### src/rtl/frame_ptr_mgr.sv
// frame_ptr_mgr: single-clock frame-slot manager for an N-frame video buffer.
// Hands slot base addresses to the frame writer and reader, tracks per-slot
// state (FREE/WRITING/READY/READING) with a wrap-safe sequence stamp, and
// decides frame drop (writer overwrites oldest READY) and repeat (reader
// re-granted its held slot).
//
// Ports:
//   clk_i, rst_i                    clock, synchronous active-high reset
//   wr_req_i, wr_done_i             writer start-of-frame / end-of-frame pulses
//   wr_grant_o, wr_addr_o, wr_idx_o registered write grant (1 cycle after req)
//   rd_req_i                        reader next-frame pulse
//   rd_grant_o, rd_addr_o, rd_idx_o registered read grant (1 cycle after req)
//   rd_repeat_o, rd_empty_o         read grant flags
//   frames_ready_o                  number of READY slots (registered)
//   drop_cnt_o, repeat_cnt_o        saturating statistics, only with
//                                   FRAME_PTR_MGR_STATS_EN defined
//
// Optional feature macro: FRAME_PTR_MGR_STATS_EN

module frame_ptr_mgr #(
  parameter longint unsigned START_ADDR    = 64'd0,
  parameter int unsigned     FRAMES_AMOUNT = 3,
  parameter longint unsigned FRAME_SIZE_B  = 64'h40_0000,
  parameter int unsigned     ADDR_WIDTH    = 32,
  parameter int unsigned     RD_MODE       = 0,
  parameter int unsigned     SEQ_WIDTH     = 8,
  localparam int unsigned    IDX_W         = $clog2(FRAMES_AMOUNT)
) (
  input  logic                  clk_i,
  input  logic                  rst_i,
  input  logic                  wr_req_i,
  input  logic                  wr_done_i,
  output logic                  wr_grant_o,
  output logic [ADDR_WIDTH-1:0] wr_addr_o,
  output logic [IDX_W-1:0]      wr_idx_o,
  input  logic                  rd_req_i,
  output logic                  rd_grant_o,
  output logic [ADDR_WIDTH-1:0] rd_addr_o,
  output logic [IDX_W-1:0]      rd_idx_o,
  output logic                  rd_repeat_o,
  output logic                  rd_empty_o,
  output logic [IDX_W:0]        frames_ready_o
`ifdef FRAME_PTR_MGR_STATS_EN
  ,
  output logic [15:0]           drop_cnt_o,
  output logic [15:0]           repeat_cnt_o
`endif
);

  localparam int unsigned CNT_W = IDX_W + 1;

  // Parameter sanity checks at elaboration
  if (FRAMES_AMOUNT < 3) begin : g_bad_frames
    $error("frame_ptr_mgr: FRAMES_AMOUNT must be >= 3");
  end
  if (SEQ_WIDTH <= IDX_W + 1) begin : g_bad_seq
    $error("frame_ptr_mgr: SEQ_WIDTH must exceed clog2(FRAMES_AMOUNT)+1");
  end

  typedef enum logic [1:0] {
    S_FREE    = 2'd0,
    S_WRITING = 2'd1,
    S_READY   = 2'd2,
    S_READING = 2'd3
  } slot_state_t;

  slot_state_t          st_q    [FRAMES_AMOUNT];
  slot_state_t          st_n    [FRAMES_AMOUNT];
  logic [SEQ_WIDTH-1:0] stamp_q [FRAMES_AMOUNT];
  logic [SEQ_WIDTH-1:0] stamp_n [FRAMES_AMOUNT];
  logic [SEQ_WIDTH-1:0] seq_q, seq_n;

  logic                 wr_gnt_n, rd_gnt_n, rd_rep_n, rd_emp_n;
  logic [IDX_W-1:0]     wr_idx_n, rd_idx_n;
  logic                 rd_found, wr_found, wr_drop;
  logic [SEQ_WIDTH-1:0] rd_best, wr_best;
  logic [FRAMES_AMOUNT-1:0] rd_freed;
  logic [CNT_W-1:0]     ready_cnt_n;
`ifdef FRAME_PTR_MGR_STATS_EN
  logic [CNT_W-1:0]     drop_inc_n;
`endif

  // Wrap-safe age compare: a older than b when signed(a - b) < 0
  function automatic logic older(input logic [SEQ_WIDTH-1:0] a,
                                 input logic [SEQ_WIDTH-1:0] b);
    logic [SEQ_WIDTH-1:0] d;
    d = a - b;
    return d[SEQ_WIDTH-1];
  endfunction

  // Slot base address, computed in 64 bits then truncated
  function automatic logic [ADDR_WIDTH-1:0] slot_addr(input logic [IDX_W-1:0] idx);
    logic [63:0] full;
    full = 64'(START_ADDR) + 64'(idx) * 64'(FRAME_SIZE_B);
    return ADDR_WIDTH'(full);
  endfunction

  // Next-state: apply done, then resolve read, then pick the write slot
  always_comb begin
    st_n        = st_q;
    stamp_n     = stamp_q;
    seq_n       = seq_q;
    wr_gnt_n    = 1'b0;
    wr_idx_n    = '0;
    rd_gnt_n    = 1'b0;
    rd_idx_n    = '0;
    rd_rep_n    = 1'b0;
    rd_emp_n    = 1'b0;
    rd_found    = 1'b0;
    wr_found    = 1'b0;
    wr_drop     = 1'b0;
    rd_best     = '0;
    wr_best     = '0;
    rd_freed    = '0;
    ready_cnt_n = '0;
`ifdef FRAME_PTR_MGR_STATS_EN
    drop_inc_n  = '0;
`endif

    if (wr_done_i) begin
      for (int i = 0; i < FRAMES_AMOUNT; i++) begin
        if (st_q[i] == S_WRITING) begin
          st_n[i]    = S_READY;
          stamp_n[i] = seq_q;
          seq_n      = seq_q + SEQ_WIDTH'(1);
        end
      end
    end

    if (rd_req_i) begin
      rd_gnt_n = 1'b1;
      for (int i = 0; i < FRAMES_AMOUNT; i++) begin
        if (st_n[i] == S_READY) begin
          if (!rd_found ||
              ((RD_MODE == 0) ? older(rd_best, stamp_n[i]) : older(stamp_n[i], rd_best))) begin
            rd_idx_n = IDX_W'(i);
            rd_best  = stamp_n[i];
          end
          rd_found = 1'b1;
        end
      end
      if (rd_found) begin
        for (int i = 0; i < FRAMES_AMOUNT; i++) begin
          if (IDX_W'(i) == rd_idx_n) begin
            st_n[i] = S_READING;
          end else if (st_n[i] == S_READING) begin
            st_n[i]     = S_FREE;
            rd_freed[i] = 1'b1;
          end else if ((RD_MODE == 0) && (st_n[i] == S_READY) && older(stamp_n[i], rd_best)) begin
            // Newest-first reader skips everything older than what it took
            st_n[i]     = S_FREE;
            rd_freed[i] = 1'b1;
`ifdef FRAME_PTR_MGR_STATS_EN
            drop_inc_n  = drop_inc_n + CNT_W'(1);
`endif
          end
        end
      end else begin
        for (int i = 0; i < FRAMES_AMOUNT; i++) begin
          if (st_n[i] == S_READING) begin
            rd_idx_n = IDX_W'(i);
            rd_rep_n = 1'b1;
          end
        end
        rd_emp_n = !rd_rep_n;
      end
    end

    if (wr_req_i) begin
      // An unfinished frame is abandoned
      for (int i = 0; i < FRAMES_AMOUNT; i++) begin
        if (st_n[i] == S_WRITING) st_n[i] = S_FREE;
      end
      for (int i = 0; i < FRAMES_AMOUNT; i++) begin
        if (!wr_found && (st_n[i] == S_FREE) && !rd_freed[i]) begin
          wr_found = 1'b1;
          wr_idx_n = IDX_W'(i);
        end
      end
      if (!wr_found) begin
        for (int i = 0; i < FRAMES_AMOUNT; i++) begin
          if ((st_n[i] == S_READY) && (!wr_drop || older(stamp_n[i], wr_best))) begin
            wr_drop  = 1'b1;
            wr_idx_n = IDX_W'(i);
            wr_best  = stamp_n[i];
          end
        end
        wr_found = wr_drop;
      end
      // Last resort: reuse a slot the reader just released
      if (!wr_found) begin
        for (int i = 0; i < FRAMES_AMOUNT; i++) begin
          if (!wr_found && (st_n[i] == S_FREE)) begin
            wr_found = 1'b1;
            wr_idx_n = IDX_W'(i);
          end
        end
      end
      if (wr_found) begin
        wr_gnt_n = 1'b1;
        for (int i = 0; i < FRAMES_AMOUNT; i++) begin
          if (IDX_W'(i) == wr_idx_n) st_n[i] = S_WRITING;
        end
`ifdef FRAME_PTR_MGR_STATS_EN
        if (wr_drop) drop_inc_n = drop_inc_n + CNT_W'(1);
`endif
      end
    end

    for (int i = 0; i < FRAMES_AMOUNT; i++) begin
      if (st_n[i] == S_READY) ready_cnt_n = ready_cnt_n + CNT_W'(1);
    end
  end

  // State and registered outputs
  always_ff @(posedge clk_i) begin
    if (rst_i) begin
      for (int i = 0; i < FRAMES_AMOUNT; i++) begin
        st_q[i]    <= S_FREE;
        stamp_q[i] <= '0;
      end
      seq_q          <= '0;
      wr_grant_o     <= 1'b0;
      wr_addr_o      <= '0;
      wr_idx_o       <= '0;
      rd_grant_o     <= 1'b0;
      rd_addr_o      <= '0;
      rd_idx_o       <= '0;
      rd_repeat_o    <= 1'b0;
      rd_empty_o     <= 1'b0;
      frames_ready_o <= '0;
    end else begin
      st_q           <= st_n;
      stamp_q        <= stamp_n;
      seq_q          <= seq_n;
      wr_grant_o     <= wr_gnt_n;
      rd_grant_o     <= rd_gnt_n;
      rd_repeat_o    <= rd_rep_n;
      rd_empty_o     <= rd_emp_n;
      frames_ready_o <= ready_cnt_n;
      if (wr_gnt_n) begin
        wr_addr_o <= slot_addr(wr_idx_n);
        wr_idx_o  <= wr_idx_n;
      end
      if (rd_gnt_n) begin
        rd_addr_o <= slot_addr(rd_idx_n);
        rd_idx_o  <= rd_idx_n;
      end
    end
  end

`ifdef FRAME_PTR_MGR_STATS_EN
  logic [16:0] drop_sum;
  assign drop_sum = 17'(drop_cnt_o) + 17'(drop_inc_n);

  // Saturating drop / repeat statistics
  always_ff @(posedge clk_i) begin
    if (rst_i) begin
      drop_cnt_o   <= '0;
      repeat_cnt_o <= '0;
    end else begin
      drop_cnt_o <= drop_sum[16] ? 16'hFFFF : drop_sum[15:0];
      if (rd_rep_n && (repeat_cnt_o != 16'hFFFF)) begin
        repeat_cnt_o <= repeat_cnt_o + 16'd1;
      end
    end
  end
`endif

endmodule
### config.mk
export PLATFORM = sky130hd
export DESIGN_NAME = frame_ptr_mgr
export DESIGN_NICKNAME = d
export VERILOG_FILES = /design/src/rtl/frame_ptr_mgr.sv
export SDC_FILE = /design/constraint.sdc
export NUM_CORES = 1
export LEC_CHECK = 0
export ABC_AREA = 1
export CAP_MARGIN = 20
export CORE_MARGIN = 5
export CORE_UTILIZATION = 40
export DETAILED_ROUTE_END_ITERATION = 12
export PLACE_DENSITY_LB_ADDON = 0.3
export SETUP_SLACK_MARGIN = 0.5
export SLEW_MARGIN = 10
export SYNTH_ARGS = -nofsm -noshare
export SYNTH_HDL_FRONTEND = slang
export SYNTH_SLANG_ARGS = --single-unit
### constraint.sdc
create_clock -name clk_i -period 24.4 [get_ports clk_i]
set_input_delay 4.88 -clock clk_i [delete_from_list [all_inputs] [get_ports clk_i]]
set_output_delay 4.88 -clock clk_i [all_outputs]
set_load 0.01 [all_outputs]
# Yosys cells after proc, flatten, opt, wreduce, memory -nomap -nowiden
# Index checks and enable logic that the tools add are counted.
[word_totals]
reg_bits = 49
latch_bits = 0
mem_bits_rw = 0
rom_bits = 0
input_bits = 5
out_inout_bits = 75
mem_count = 0
[classes]
n_addsub = 10
n_mul = 0
div_mod_pow = 0
magnitude_cmp = 0
n_eq_ne = 22
n_shift = 0
n_mux = 121
bitwise = 1
reduce_logical = 38
[op_table]
columns = ["cell", "count"]
rows = [
  ["8-bit two-way mux", 20],
  ["2-bit two-way mux", 40],
  ["8-bit subtractor", 7],
  ["1-bit two-way mux", 51],
  ["6-bit two-way mux", 5],
  ["2-bit equality test (second input constant)", 12],
  ["24-bit two-way mux", 1],
  ["1-bit logical AND", 13],
  ["1-bit logical NOT", 13],
  ["2-bit by 1-bit equality test with 1-bit output (second input constant)", 6],
  ["3-bit two-way mux", 4],
  ["2-bit logical NOT", 5],
  ["8-bit by 1-bit adder with 8-bit output (second input constant)", 1],
  ["3-bit by 1-bit adder with 3-bit output (second input constant)", 2],
  ["1-bit by 2-bit equality test with 1-bit output (first input constant)", 2],
  ["2-bit equality test (first input constant)", 2],
  ["1-bit logical OR", 4],
  ["3-bit nonzero test", 1],
  ["3-bit OR reduction", 1],
  ["2-bit AND reduction", 1],
  ["1-bit NOT", 1],
]

# Depth between registers and ports, before layout
# Gate-level depths: netlist of the first run.
[logic_depth]
word_depth = 79
mapped_depth = 76
depth_no_buf = 73

# Least setup slack after synthesis of the first run
# No wires, ideal clock.
[synth_timing]
path_type = "input port to flip-flop"
startpoint = "in wr_done_i"
endpoint = "reg frames_ready_o[0]"
setup_time_ns = 0.113
arrival_time_ns = 12.867
slack_ns = 11.420
path_stages = 66
n_path_buf = 4
path_cell_list = "buf_6 > nand2_2 > nor2_4 > clkbuf_1 > nand2_1 > o21ai_0 > nor2_1 > ha_1 > a21oi_1 > nor2_1 > a211oi_1 > nand2_1 > nand2_1 > nand3_2 > nand2_4 > clkbuf_1 > nand2_1 > o21ai_0 > (+30 left out) > clkbuf_1 > o21ai_0 > ha_1 > a21oi_1 > nor2_1 > a211oi_1 > nand2_1 > nand2_1 > nand3_1 > nand2_1 > nand3_1 > nand2_1 > nand2_1 > nand3_1 > nand2_1 > ha_1 > nor2_1 > nor2_1"
[synth_via]
elab_chain_len = 65
[synth_lines]
columns = ["element", "line", "rtl"]
rows = [
  ["start, declared", "32", "input logic wr_done_i,"],
  ["6-bit two-way mux", "120", "if (wr_done_i) begin"],
  ["2-bit equality test", "133, 149", ""],
  ["8-bit two-way mux or 1-bit two-way mux (tied branches)", "133", "if (st_n[i] == S_READY) begin"],
  ["8-bit two-way mux or 1-bit two-way mux (tied branches)", "130", "if (rd_req_i) begin"],
  ["8-bit subtractor or 1-bit logical NOT (tied branches)", "87, 134", ""],
  ["1-bit logical OR", "134", "if (!rd_found ||"],
  ["8-bit two-way mux", "134", ""],
  ["8-bit two-way mux", "133", ""],
  ["(+49 left out)", "-", ""],
  ["6-bit two-way mux", "199", "if (wr_found) begin"],
  ["6-bit two-way mux (*)", "169", "if (wr_req_i) begin"],
  ["2-bit equality test", "211", "if (st_n[i] == S_READY) ready_cnt_n = ready_cnt_n + CNT_W'(1);"],
  ["1-bit two-way mux", "211", ""],
  ["3-bit by 1-bit adder with 3-bit output", "211", ""],
  ["3-bit two-way mux", "211", ""],
  ["3-bit by 1-bit adder with 3-bit output", "211", ""],
  ["3-bit two-way mux (*)", "211", ""],
  ["end signal, assigned", "240", "frames_ready_o <= ready_cnt_n;"],
  ["end, declared", "42", "output logic [IDX_W:0] frames_ready_o"],
]
# Mark *: on every way between the ends. The rest lies on a longest branch, timed or not. The select of a mux whose other input is x is not followed.
# A chain may end at the register's enable or synchronous reset.

# Worst setup path after layout of the first run
# Ends and elaborated chain as after synthesis.

==> summary.txt, run 1 <==
Timing
  – Hold violation total from the final report: 0
  – Max-slew headroom: 51.24%
  – Post-route minimum period: 14.25 ns
  – Period utilization: 58.40%
  – Setup-failing EPs final: 0
  – Fin Clk Skew: 0.003809 ns
  – Max frequency: 0.07017 GHz
  – RSZ-0062 raised after global routing: false
  – Fin. max-slew vios: 0
  – Sum Neg Setup Slack: 0 ns
  – Worst slew pin tran: 0.7238 ns

Die
  – Starting Density: 41.26%
  – Die X: 113.7 um
  – Floorplan row count: 37
  – Die area: 0.01292 mm2
  – Core Area: 0.01042 mm2
  – Die Height: 113.7 um
  – I/O pin total: 80

Synth
  – Cells after synthesis: 658
  – Post-synth EDFFs: 0
  – Mapped Area: 0.004298 mm2
  – Post-synthesis sequential area ratio: 22.82%
  – Yosys cell types: 41
  – Flops & latches, synth: 49
  – FFs w/ async S/R, synth: 0%
  – Ys flop type: dfxtp_1
  – YS warnings: 0
  – Syn Area/Cell: 6.532 um2

Final layout
  – Final net count: 708
  – Post-Layout Cell Count: 810
  – Commonest non-fill, non-tap cell in the layout: nand2_1
  – Final instance area: 0.004471 mm2
  – Leading cell types in the layout, fill and taps excluded: nand2_1 (141), inv_1 (78), nor2_1 (65), conb_1 (60), dfxtp_1 (49)
  – Synthesis-to-finish area growth: 4.018%
  – Share of layout cells above drive strength 1: 10.53%
  – Multi-input logic area: 0.002668 mm2
  – Fill count: 1096
  – Reg area: 980.9 um2
  – ANT cells: 0

Clocking
  – Clock slew seen by the registers of the worst setup and hold paths: 0.09 ns
  – Total CTS buffers: 5
  – CTS Buffer Depth: 2
  – Root Driver: clkbuf_8
  – Clock latency on the worst-skew pair: 0.30 ns
  – Post-CTS setup buffers: 0
  – # clock sinks: 49
  – H-tree levels: 2
  – # resized after CTS: 0
  – Hold_buf cts: 0
  – TritonCTS clock tree: yes

Route
  – Via count: 4031
  – Iteration-0 DRC Markers: 262
  – WL final: 11.31 mm
  – Number of remaining DRC errors: 0
  – Drt pass-1 iters: 5
  – ANT nets after route: 0
  – Drt wl/cell: 13.96 um
  – Number of vias per cell: 4.977

Place
  – I/O Buffers: 19
  – Post-DP HPWL: 9.386 mm
  – Cell Area, Placed: 0.004369 mm2
  – GP Congestion: 0.9298
  – DP Cell Count: 802

Global routing
  – Gr usage total: 17.13%
  – First-pass GRT wire length: 17.91 mm
  – Gr ovfl total: 0
  – Antenna violations before repair: 0
  – M2 GR Usage: 28.46%
  – Largest net degree at the start of global routing: 38
  – Gr busiest metal: met2
  – Met1 Usage GRT: 23.27%
  – GRT met3 Usage: 1.645%
  – Vias in the first global route: 3683

Setup path
  – Arr. time, crit path: 14.49 ns
  – Worst Path Max Fanout: 15
  – Crit path launch type: input pin
  – Most used cell, CP: nand2_1
  – Slowest stage cell on the critical path: clkdlybuf4s50_1
  – Crit path kind: in -> reg
  – Delay of the slowest critical-path stage: 0.58 ns
  – Data required time of the worst path: 24.64 ns
  – Worst Setup End Kind: flip-flop

Job
  – Maxcap violations: 0

Worst hold path
  – HP Class: reg -> reg

Power and ir drop
  – Pwr Total: 599.5 uW
  – Leak Pwr: 0.002418 uW
  – Pwr/cell area: 134.1 mW/mm2
  – Worst IR Drop VDD: 0.05014 mV

Run status
  – Status: finished clean
## power by group
part	switching, uW	leakage, uW	internal, uW
Sequential	9.61	0.000399	94.5
Combinational	291	0.00197	152
Clock	26.1	0.0000542	25.7
Total	327	0.00242	272
## final cells by class
cell class	instances	share of cell area, %
tap	136	3.806
inverter	86	7.221
multi-input combinational	507	59.67
timing repair buffer	24	5.094
clock inverter	1	0.1120
sequential	49	21.94
clock buffer	7	2.155
## cells in the mapped netlist (all sizes together), types with 4 or more instances
cell type	n	area share, %
nor3	9	1.3
nor2	67	6.4
nand3	45	6.0
nand2	161	16
a21oi	32	3.7
or2	17	2.5
dfxtp	49	23
xor2	5	1.0
a211oi	4	0.70
nand4	4	0.58
ha	30	8.7
o21ai	57	7.2
inv	86	7.5
buf	68	12
clkbuf	7	0.61
## worst paths after layout
kind	cells past startpoint	startpoint	to	slack, ns
hold reg to reg	2	wr_idx_o[0]$_SDFFE_PP0P_	wr_idx_o[0]$_SDFFE_PP0P_	0.49
setup reg to reg	60	st_q[3]$_SDFF_PP0_	frames_ready_o[0]$_SDFF_PP0_	14.92
hold / removal	2	wr_idx_o[0]$_SDFFE_PP0P_	wr_idx_o[0]$_SDFFE_PP0P_	0.49
setup / recovery	60	wr_done_i	frames_ready_o[0]$_SDFF_PP0_	10.15
## worst max-delay path: cells and delay by family
kind	cells	cell delay (ns)
buffers and inverters	5	0.97
AO/OA/AOI/OAI	12	2.71
AND/OR/NAND/NOR	37	4.16
adder cells (fa/ha/maj)	6	1.74
## registers in the layout, summed over array words and instances, names as in the netlist, named ones only
name / cells
wr_grant_o: 1
rd_idx_o: 2
frames_ready_o: 3
rd_grant_o: 1
stamp_q: 23
wr_idx_o: 2
st_q: 6
rd_empty_o: 1
rd_repeat_o: 1
seq_q: 8
## cell families after synthesis
kind of cell	share of synthesized area, %
DFF	22.82
buffers and inverters	20.26
AOI/OAI and AO/OA	13.71
adders and majority gates	8.734
xor gates and xnor gates	1.019
and+or+nand+nor	33.36
other	0.08725
## stage by stage
step	utilization, %	hold WS (ns)	setup slack [ns]
finish	42.92	0.4860	10.15
floorplan	-	0.4720	11.42
CTS	42.92	0.4929	10.28
global placement	41.95	0.4691	10.28
global route	42.92	0.5202	9.140
detailed placement	41.95	0.4806	9.997
## metal layers
metal / vias to the layer above / wire length (um)
li1: 2023 / -
met5: - / 0
met3: 15 / 793
met1: 1853 / 5064
met2: 140 / 5170
met4: 0 / 280
Power figures use the tool's default switching activity.
==> run 2: changes to the inputs <==
==> constraint.sdc (replaced) <==
create_clock -name clk_i -period 13.81 [get_ports clk_i]
set_input_delay 2.762 -clock clk_i [delete_from_list [all_inputs] [get_ports clk_i]]
set_output_delay 2.762 -clock clk_i [all_outputs]
set_load 0.01 [all_outputs]
==> summary.txt, run 2 (same netlist as run 1, synthesis figures left out) <==
Route
  – Number of remaining DRC errors: 0 (unchanged)
  – Drt pass-1 iters: 5 (unchanged)
  – ANT nets after route: 0 (unchanged)
  – Drt wl/cell: 13.90 um (was 13.96 um)
  – Number of vias per cell: 4.889 (was 4.977)
  – Via count: 3965 (was 4031)
  – WL final: 11.27 mm (was 11.31 mm)
  – Iteration-0 DRC Markers: 256 (was 262)

Setup path
  – Crit path launch type: input pin (unchanged)
  – Most used cell, CP: nand2_1 (unchanged)
  – Data required time of the worst path: 14.05 ns (was 24.64 ns)
  – Slowest stage cell on the critical path: clkdlybuf4s50_1 (unchanged)
  – Crit path kind: in -> reg (unchanged)
  – WP buf/inv: 5 (unchanged)
  – Worst Path Max Fanout: 15 (unchanged)
  – Delay-heaviest family, CP: simple AND/OR/NAND/NOR gates (unchanged)
  – Arr. time, crit path: 12.32 ns (was 14.49 ns)
  – Worst Setup End Kind: flip-flop (unchanged)
  – Delay of the slowest critical-path stage: 0.58 ns (about the same)

Power and ir drop
  – Comb pwr share: 73.1% (was 74.0%)
  – Pwr Total: 1072 uW (was 599.5 uW)
  – Net Switching: 575.8 uW (was 327.2 uW)
  – Share of power burned in registers: 17.1% (was 17.4%)
  – Sw frac: 53.71% (was 54.58%)
  – Worst IR Drop VDD: 0.08665 mV (was 0.05014 mV)
  – Pwr/cell area: 238.6 mW/mm2 (was 134.1 mW/mm2)
  – Leak Pwr: 0.002427 uW (was 0.002418 uW)
  – Clock network power share: 9.8% (was 8.6%)
  – Power Internal: 496.2 uW (was 272.2 uW)

Clocking
  – Post-CTS setup buffers: 0 (unchanged)
  – CTS Buffer Depth: 2 (unchanged)
  – H-tree levels: 2 (unchanged)
  – Hold_buf cts: 0 (unchanged)
  – # resized after CTS: 0 (unchanged)
  – Clock latency on the worst-skew pair: 0.30 ns (about the same)
  – TritonCTS clock tree: yes (unchanged)
  – Clock slew seen by the registers of the worst setup and hold paths: 0.09 ns (about the same)
  – # clock sinks: 49 (unchanged)
  – Root Driver: clkbuf_8 (unchanged)
  – Total CTS buffers: 5 (unchanged)

Timing
  – Sum Neg Setup Slack: 0 ns (unchanged)
  – Fin Clk Skew: 0.01016 ns (was 0.003809 ns)
  – RSZ-0062 raised after global routing: false (unchanged)
  – Max frequency: 0.08281 GHz
  – Setup-failing EPs final: 0 (unchanged)
  – Worst slew pin tran: 0.7362 ns (was 0.7238 ns)
  – Max-slew headroom: 50.40% (was 51.24%)
  – Period utilization: 87.45%
  – Hold violation total from the final report: 0 (unchanged)
  – Fin. max-slew vios: 0 (unchanged)
  – Post-route minimum period: 12.08 ns

Global routing
  – Largest net degree at the start of global routing: 38 (unchanged)
  – First-pass GRT wire length: 18.05 mm (was 17.91 mm)
  – Antenna violations before repair: 0 (unchanged)
  – Vias in the first global route: 3624 (was 3683)
  – Gr usage total: 17.27% (was 17.13%)
  – Gr ovfl total: 0 (unchanged)

Place
  – I/O Buffers: 19 (unchanged)
  – DP Cell Count: 803 (was 802)
  – GP Congestion: 0.9362 (was 0.9298)
  – Post-DP HPWL: 9.421 mm (was 9.386 mm)

Final layout
  – Final net count: 709 (was 708)
  – Largest regs: stamp_q: 23 flops, seq_q: 8 flops, st_q: 6 flops (unchanged)
  – Commonest non-fill, non-tap cell in the layout: nand2_1 (unchanged)
  – Largest Register: stamp_q (unchanged)
  – Post-Layout Cell Count: 811 (was 810)
  – Leading cell types in the layout, fill and taps excluded: nand2_1 (141), inv_1 (78), nor2_1 (65), conb_1 (60), dfxtp_1 (49) (unchanged)
  – Synthesis-to-finish area growth: 4.542% (was 4.018%)
  – ANT cells: 0 (unchanged)
  – Share of layout cells above drive strength 1: 10.52% (was 10.53%)
  – Number of flip-flops in the largest register: 23 (unchanged)

Run status
  – Status: finished clean (unchanged)

Die
  – Floorplan row count: 37 (unchanged)
  – Starting Density: 41.26% (unchanged)
  – I/O pin total: 80 (unchanged)
  – Core Area: 0.01042 mm2 (unchanged)
  – Die area: 0.01292 mm2 (unchanged)
  – Die Height: 113.7 um (unchanged)
  – Die X: 113.7 um (unchanged)

Job
  – Maxcap violations: 0 (unchanged)

Worst hold path
  – HP Class: reg -> reg (unchanged)
[run 2: area by class of cell]
type,count,area [um2]
timing repair buffer,25,235.2
inverter,86,322.8
clock inverter,1,30.03
multi-input combinational,507,2668
tap,136,170.2
clock buffer,7,86.33
sequential,49,980.9
fill,1106,5923
[run 2: final timing paths]
path                                                from                            to  slack [ns]  cells after the start
worst max register to register        st_q[3]$_SDFF_PP0_  frames_ready_o[0]$_SDFF_PP0_        4.39                     61
worst min register to register  wr_idx_o[1]$_SDFFE_PP0P_      wr_idx_o[1]$_SDFFE_PP0P_        0.48                      2
worst min-delay path            wr_idx_o[1]$_SDFFE_PP0P_      wr_idx_o[1]$_SDFFE_PP0P_        0.48                      2
worst max-delay path                           wr_done_i  frames_ready_o[0]$_SDFF_PP0_        1.73                     61
[run 2: tightest hold or removal path, cell delays in order, from the launching register on]
cell and delay, ns:
dfxtp_1 0.33, nand2_1 0.06, a21oi_1 0.05
[run 2: metrics by stage]
stage                     hold slack, ns  instance area [um2]  util, %  worst slack, ns
after floorplan                   0.4720                 4519        -            2.948
after global placement            0.4690                 4377    42.02            1.813
after detailed placement          0.4783                 4377    42.02            1.477
after CTS                         0.4919                 4493    43.14            1.788
after global routing              0.5147                 4493    43.14           0.7182
final                             0.4835                 4493    43.14            1.734
[run 2: power groups by stage]
stage                     clock network, uW  registers [uW]  logic [uW]
after floorplan                           0             185         614
after global routing                    113             187         892
after CTS                               107             184         777
final                                   105             184         783
after global placement                    0             187         762
after detailed placement                  0             187         773
[run 2: routing by layer]
| metal | wire (um) | up-vias | global-route usage, % |
|---|---|---|---|
| li1 | - | 2029 | - |
| met1 | 5268 | 1777 | 24.09 |
| met2 | 5057 | 144 | 28.23 |
| met3 | 737 | 15 | 2.175 |
| met4 | 207 | 0 | 4.327 |
| met5 | 0 | - | 0 |
